<file path="config.mk">
export PLATFORM = sky130hd
export DESIGN_NAME = reg_file_param
export DESIGN_NICKNAME = d
export VERILOG_FILES = /design/src/rtl/reg_file_param_pkg.sv /design/src/rtl/dff_async_rst_n.sv /design/src/rtl/reg_file_cell.sv /design/src/rtl/reg_file_param.sv
export SDC_FILE = /design/constraint.sdc
export NUM_CORES = 1
export LEC_CHECK = 0
export BUFFER_PORTS_ARGS = -buffer_cell sky130_fd_sc_hd__buf_2
export CAP_MARGIN = 40
export CORE_AREA = 2 2 339 341
export CTS_CLUSTER_DIAMETER = 30
export CTS_CLUSTER_SIZE = 28
export DETAILED_ROUTE_END_ITERATION = 8
export DIE_AREA = 0 0 341 343
export SLEW_MARGIN = 5
export SYNTH_ARGS = -nofsm -noshare
export SYNTH_HDL_FRONTEND = slang
export SYNTH_SLANG_ARGS = --single-unit
</file>
<file path="constraint.sdc">
create_clock -name i_clock -period 3.5 [get_ports i_clock]
set_input_delay 0.35 -clock i_clock [delete_from_list [all_inputs] [get_ports i_clock]]
set_output_delay 0.35 -clock i_clock [all_outputs]
set_load 0.01 [all_outputs]
</file>
<file path="src/rtl/reg_file_param_pkg.sv">
// rtl/reg_file_param_pkg.sv - shared mode encodings and helpers for the register file
package reg_file_param_pkg;

    localparam logic [1:0] REG_MODE_RW  = 2'b00;
    localparam logic [1:0] REG_MODE_RO  = 2'b01;
    localparam logic [1:0] REG_MODE_W1C = 2'b10;

    // Smallest r with 2**r >= value; used to turn the byte stride into a shift.
    function automatic int log2_ceil(input int value);
        int r;
        r = 0;
        for (int i = 0; i < 31; i++) begin
            if ((1 << r) < value) begin
                r = r + 1;
            end
        end
        return r;
    endfunction

endpackage

</file>
<file path="src/rtl/dff_async_rst_n.sv">
// rtl/dff_async_rst_n.sv - vector flop with asynchronous active-low reset to a constant
module dff_async_rst_n #(
    parameter int                 WIDTH     = 1,
    parameter logic [WIDTH-1:0]   RESET_VAL = '0
) (
    input  logic              i_clock,
    input  logic              i_aresetn,
    input  logic [WIDTH-1:0]  i_d,
    output logic [WIDTH-1:0]  o_q
);

    logic [WIDTH-1:0] r_q;

    // Capture next state; reset forces the configured image immediately.
    always_ff @(posedge i_clock or negedge i_aresetn) begin
        if (!i_aresetn) begin
            r_q <= RESET_VAL;
        end else begin
            r_q <= i_d;
        end
    end

    assign o_q = r_q;

endmodule

</file>
<file path="src/rtl/reg_file_cell.sv">
// rtl/reg_file_cell.sv - one register slot with RW / RO / W1C next-state logic
module reg_file_cell
    import reg_file_param_pkg::*;
#(
    parameter int                      DATA_WIDTH = 32,
    parameter logic [1:0]              MODE       = REG_MODE_RW,
    parameter logic [DATA_WIDTH-1:0]   RESET_VAL  = '0
) (
    input  logic                      i_clock,
    input  logic                      i_aresetn,
    input  logic                      i_wr_sel,
    input  logic [DATA_WIDTH-1:0]     i_wr_data,
    input  logic [DATA_WIDTH/8-1:0]   i_wr_strb,
    input  logic [DATA_WIDTH-1:0]     i_hw_data,
    input  logic [DATA_WIDTH-1:0]     i_hw_set,
    output logic [DATA_WIDTH-1:0]     o_q
);

    localparam int NBYTES = DATA_WIDTH / 8;

    logic [DATA_WIDTH-1:0] w_byte_mask;
    logic [DATA_WIDTH-1:0] w_wr_mask;
    logic [DATA_WIDTH-1:0] w_rw_next;
    logic [DATA_WIDTH-1:0] w_w1c_next;
    logic [DATA_WIDTH-1:0] w_d;
    logic [DATA_WIDTH-1:0] w_q;

    // Expand byte strobes into a bit mask.
    always_comb begin
        w_byte_mask = '0;
        for (int b = 0; b < NBYTES; b++) begin
            w_byte_mask[b*8 +: 8] = {8{i_wr_strb[b]}};
        end
    end

    assign w_wr_mask  = i_wr_sel ? w_byte_mask : '0;
    assign w_rw_next  = (w_q & ~w_wr_mask) | (i_wr_data & w_wr_mask);
    // Hardware set is OR-ed last so it beats a same-cycle software clear.
    assign w_w1c_next = (w_q & ~(i_wr_data & w_wr_mask)) | i_hw_set;

    // Pick next state by access mode; encoding 11 behaves as RW.
    always_comb begin
        w_d = w_rw_next;
        case (MODE)
            REG_MODE_RO:  w_d = i_hw_data;
            REG_MODE_W1C: w_d = w_w1c_next;
            default:      w_d = w_rw_next;
        endcase
    end

    dff_async_rst_n #(
        .WIDTH     (DATA_WIDTH),
        .RESET_VAL (RESET_VAL)
    ) u_dff (
        .i_clock   (i_clock),
        .i_aresetn (i_aresetn),
        .i_d       (w_d),
        .o_q       (w_q)
    );

    assign o_q = w_q;

endmodule

</file>
<file path="src/rtl/reg_file_param.sv">
// rtl/reg_file_param.sv - parametrised register file with byte strobes, RO/W1C slots and irq
module reg_file_param
    import reg_file_param_pkg::*;
#(
    parameter int                                  NUM_REGS    = 8,
    parameter int                                  DATA_WIDTH  = 32,
    parameter int                                  ADDR_WIDTH  = 8,
    parameter logic [2*NUM_REGS-1:0]               REG_MODE    = '0,
    parameter logic [NUM_REGS*DATA_WIDTH-1:0]      RESET_VALUE = '0
) (
    input  logic                              i_clock,
    input  logic                              i_aresetn,
    input  logic                              i_write_enable,
    input  logic [ADDR_WIDTH-1:0]             i_write_addr,
    input  logic [DATA_WIDTH-1:0]             i_write_data,
    input  logic [DATA_WIDTH/8-1:0]           i_write_strb,
    input  logic                              i_read_enable,
    input  logic [ADDR_WIDTH-1:0]             i_read_addr,
    output logic [DATA_WIDTH-1:0]             o_read_data,
    output logic                              o_read_valid,
    output logic                              o_read_err,
    output logic                              o_write_err,
    input  logic [NUM_REGS*DATA_WIDTH-1:0]    i_hw_data,
    input  logic [NUM_REGS*DATA_WIDTH-1:0]    i_hw_set,
    output logic [NUM_REGS*DATA_WIDTH-1:0]    o_reg_data,
    output logic                              o_irq
);

    localparam int                    STRIDE     = DATA_WIDTH / 8;
    localparam int                    OFF_BITS   = log2_ceil(STRIDE);
    localparam logic [ADDR_WIDTH-1:0] OFF_MASK   = ADDR_WIDTH'(STRIDE - 1);
    localparam logic [31:0]           NUM_REGS_U = 32'(NUM_REGS);

    logic [ADDR_WIDTH-1:0] w_wr_idx;
    logic [ADDR_WIDTH-1:0] w_rd_idx;
    logic                  w_wr_bad;
    logic                  w_rd_bad;
    logic [NUM_REGS-1:0]   w_wr_sel;
    logic [NUM_REGS-1:0]   w_irq_bits;
    logic [DATA_WIDTH-1:0] w_cell_q [NUM_REGS];
    logic [DATA_WIDTH-1:0] w_rd_word;

    logic [DATA_WIDTH-1:0] r_read_data;
    logic                  r_read_valid;
    logic                  r_read_err;
    logic                  r_write_err;

    // Byte address -> register index; misaligned or out-of-range is an error.
    assign w_wr_idx = i_write_addr >> OFF_BITS;
    assign w_rd_idx = i_read_addr >> OFF_BITS;
    assign w_wr_bad = ((i_write_addr & OFF_MASK) != '0) || (32'(w_wr_idx) >= NUM_REGS_U);
    assign w_rd_bad = ((i_read_addr & OFF_MASK) != '0) || (32'(w_rd_idx) >= NUM_REGS_U);

    for (genvar gi = 0; gi < NUM_REGS; gi++) begin : g_cell
        assign w_wr_sel[gi] = i_write_enable && !w_wr_bad && (32'(w_wr_idx) == 32'(gi));

        reg_file_cell #(
            .DATA_WIDTH (DATA_WIDTH),
            .MODE       (REG_MODE[2*gi +: 2]),
            .RESET_VAL  (RESET_VALUE[gi*DATA_WIDTH +: DATA_WIDTH])
        ) u_cell (
            .i_clock    (i_clock),
            .i_aresetn  (i_aresetn),
            .i_wr_sel   (w_wr_sel[gi]),
            .i_wr_data  (i_write_data),
            .i_wr_strb  (i_write_strb),
            .i_hw_data  (i_hw_data[gi*DATA_WIDTH +: DATA_WIDTH]),
            .i_hw_set   (i_hw_set[gi*DATA_WIDTH +: DATA_WIDTH]),
            .o_q        (w_cell_q[gi])
        );

        assign o_reg_data[gi*DATA_WIDTH +: DATA_WIDTH] = w_cell_q[gi];
        assign w_irq_bits[gi] = (REG_MODE[2*gi +: 2] == REG_MODE_W1C) ? |w_cell_q[gi] : 1'b0;
    end

    // Read mux over current register contents (pre-write value on a same-cycle write).
    always_comb begin
        w_rd_word = '0;
        for (int i = 0; i < NUM_REGS; i++) begin
            if (32'(w_rd_idx) == 32'(i)) begin
                w_rd_word = w_cell_q[i];
            end
        end
    end

    // Registered read response; data holds between requests.
    always_ff @(posedge i_clock or negedge i_aresetn) begin
        if (!i_aresetn) begin
            r_read_data  <= '0;
            r_read_valid <= 1'b0;
            r_read_err   <= 1'b0;
        end else if (i_read_enable) begin
            r_read_data  <= w_rd_bad ? '0 : w_rd_word;
            r_read_valid <= 1'b1;
            r_read_err   <= w_rd_bad;
        end else begin
            r_read_valid <= 1'b0;
            r_read_err   <= 1'b0;
        end
    end

    // One-cycle flag for a write that hit a bad address.
    always_ff @(posedge i_clock or negedge i_aresetn) begin
        if (!i_aresetn) begin
            r_write_err <= 1'b0;
        end else begin
            r_write_err <= i_write_enable && w_wr_bad;
        end
    end

    assign o_read_data  = r_read_data;
    assign o_read_valid = r_read_valid;
    assign o_read_err   = r_read_err;
    assign o_write_err  = r_write_err;
    assign o_irq        = |w_irq_bits;

endmodule

</file>
==> metrics.csv <==
stage,metric,value,unit
run_status,status,"complete, no violations",
clock_tree,post_cts resized,0,
power,Max VDD drop,0.469,mV
sta,final setup fails,0,
grt,first-pass GRT wire length,98500,um
worst_setup_path,worst path cell trace,buf_2 > or4_4 > nor3b_4 > and3_1 > nand2b_1 > mux2_2,
yosys,post-synth top area cell,dfrtp_1,
sta,Final min period,2.20,ns
detailed_routing,Via density,3.72,
yosys,cells after synthesis,1037,
worst_setup_path,Worst Setup End Kind,register,
worst_setup_path,Worst Path Buf+Inv,1,
grt,vias in the first global route,11615,
sta,f_max,454,MHz
worst_setup_path,Worst Path Arrival,2.65,ns
worst_setup_path,CP top delay family,simple AND/OR/NAND/NOR gates,
yosys,sequential area share after synthesis,0.549,
final_layout,Layout Nets,2031,
yosys,Synth top area share,0.549,
detailed_routing,ANT nets after route,0,
worst_setup_path,Critical Path RT,3.95,ns
placement,Port Buf Inserts,346,
power,Power Total,10900,uW
detailed_routing,DR pass1 iterations,5,
detailed_routing,Post-Route WL,73000,um
yosys,commonest cells in the netlist,"291 x dfrtp_1, 257 x mux2_2, 64 x mux2i_1",
die,core footprint,0.113,mm^2
die,I/O Pins,860,
yosys,Post-synth EDFFs,0,
yosys,most common cell in the netlist,dfrtp_1,
sta,worst slew pin tran,0.894,ns
grt,initial antenna violation count,17,
clock_tree,root buf cell,clkbuf_16,
detailed_routing,DR top layer,met5,
detailed_routing,Vias,11279,
yosys,asr flop ratio synth,1.00,
grt,largest net degree at the start of global routing,101,
grt,Overall Global Routing Usage,0.122,
detailed_routing,Starting DRT DRC Count,667,
die,Die Ht,343,um
worst_setup_path,startpoint types,input pin,
sta,"Hold Vio Cnt, Final",0,
yosys,dominant cells by area after synthesis,"dfrtp_1 55%, mux2_2 22%, mux2i_1 4.8%",
yosys,"Distinct cells, synth",49,
yosys,Syn. warnings,0,
sta,Rel. slew slack,0.404,
detailed_routing,drt drc,0,
clock_tree,"CTS clk-pin slew, worst paths",0.05,ns
final_layout,Syn-to-layout area delta,48.7,%
clock_tree,Clock Sinks,291,
detailed_routing,WL/cell,24.0,um
grt,grt ovf,0,
sta,Pins Over Slew Limit,0,
detailed_routing,DR WL met2,32100,um
worst_setup_path,Worst Path Max Fanout,8,
placement,hpwl dp,56300,um
die,Initial Util,0.117,
worst_hold_path,worst min path class,input pin to register,
yosys,syn nets,1605,
clock_tree,Clock Latency Late Sink,0.61,ns
detailed_routing,Met3 Routed Length,7340,um
sta,sum of negative setup slack,0,ns
power,Leak,0.00967,uW
worst_setup_path,crit path kind,input pin to register,
sta,Layout Skew,0.0427,ns
clock_tree,Num CTS Buffers,71,
worst_setup_path,crit-path max cell delay,0.54,ns
clock_tree,CTS Buffer Depth,3,
final_layout,layout cells sized above 1,0.538,
clock_tree,CTS H-tree depth,3,
worst_setup_path,CP max stage cell,or4_4,
detailed_routing,met1 wire length,30800,um
sta,RSZ-0062 raised after global routing,false,
die,full die area,0.117,mm^2
clock_tree,CTS tree,yes,
yosys,Netlist Area Pre-Place,0.0133,mm^2
die,Die Wd,341,um
yosys,Avg Inst Size Synth,12.8,um^2
sta,Final Cycle Share,0.630,
yosys,top_reg_cell synth,dfrtp_1,
yosys,synthesis-stage register bit count,291,
flow_run,Max-cap violations,0,
placement,GPL Wtd Cong,0.828,
power,Power per Cell Area,555,mW/mm^2
die,row cnt,124,
## layer usage
metal / vias to the layer above / track usage
met3: 142 / 0.0526
met2: 525 / 0.189
li1: 4749 / -
met1: 5849 / 0.150
met5: - / 0
met4: 14 / 0.0445
## metrics by stage
step / cell area [um^2] / setup WS [ns] / hold WS (ns) / util / instances
6_report: 19700 / 1.30 / 0.0725 / 0.174 / 3036
5_1_grt: 19700 / 1.20 / 0.0611 / 0.174 / 3033
4_1_cts: 19700 / 1.27 / 0.0394 / 0.174 / 3033
3_5_place_dp: 17200 / 0.642 / 0.478 / 0.152 / 2900
3_3_place_gp: 17200 / 0.619 / 0.465 / 0.151 / 2898
2_1_floorplan: 13300 / 1.27 / 0.0544 / - / 1037
## worst paths after layout
path | startpoint | end | slack [ns] | cells past startpoint
setup / recovery | i_write_addr[7] | register | 1.30 | 6
hold / removal | i_write_addr[0] | o_write_err$_DFF_PN0_ | 0.07 | 2
setup reg to reg | register | o_read_data[30]$_DFFE_PN0P_ | 2.00 | 4
hold reg to reg | o_read_data[15]$_DFFE_PN0P_ | o_read_data[15]$_DFFE_PN0P_ | 0.48 | 1
max in group asynchronous | i_aresetn | asynchronous set/reset pin | 2.03 | 3
min in group asynchronous | i_aresetn | asynchronous set/reset pin | 0.39 | 2
## timing repair
action                                  4_1_cts  5_1_grt
hold buffers                                  2        0
hold endpoints to repair                     93        0
endpoints found under the setup margin        0        0
setup buffers                                 0        0
## worst register-to-register path, delay by kind of cell (launching register included)
family / cells / cell delay [ns]
flops: 1 / 0.39
mux: 1 / 0.51
compound gates: 2 / 0.40
simple gates: 1 / 0.08
## layout by cell type (no fill, tap or decap), drive strengths merged, types with 14 or more instances in the layout
| cell | instances |
|---|---|
| o31ai | 19 |
| buf | 402 |
| nor2 | 88 |
| a21oi | 56 |
| mux2 | 257 |
| clkbuf | 94 |
| clkinv | 16 |
| dfrtp | 291 |
| mux2i | 64 |
| a221oi | 18 |
| nand2 | 27 |
| inv | 14 |
| nor3 | 15 |
| o21ai | 38 |
## where the power goes
group / switching [uW] / total [uW] / internal (uW) / leakage, uW
Sequential: 68.1 / 3520 / 3450 / 0.00404
Combinational: 430 / 637 / 207 / 0.00443
Clock: 2290 / 6780 / 4490 / 0.00120
## final cells by class
cell class / instances / area [um^2]
fill: 12483 / 93700
sequential: 291 / 7280
multi-input combinational: 691 / 5790
timing repair buffer: 404 / 2240
clock buffer: 94 / 1980
tap: 1512 / 1890
clock inverter: 37 / 499
inverter: 4 / 15.0
antenna: 3 / 7.51
## cell families (layout without fill, tap and decap cells)
kind of cell           count (synthesis)  in the layout  synth area share
AOI/OAI and AO/OA                    187            187            0.0953
buffers and inverters                 55            539            0.0164
DFF                                  291            291             0.549
muxes                                322            322             0.268
other                                  1              4          0.000283
and+or+nand+nor                      181            181            0.0702
Note: power is estimated with default switching activity, not from simulation.
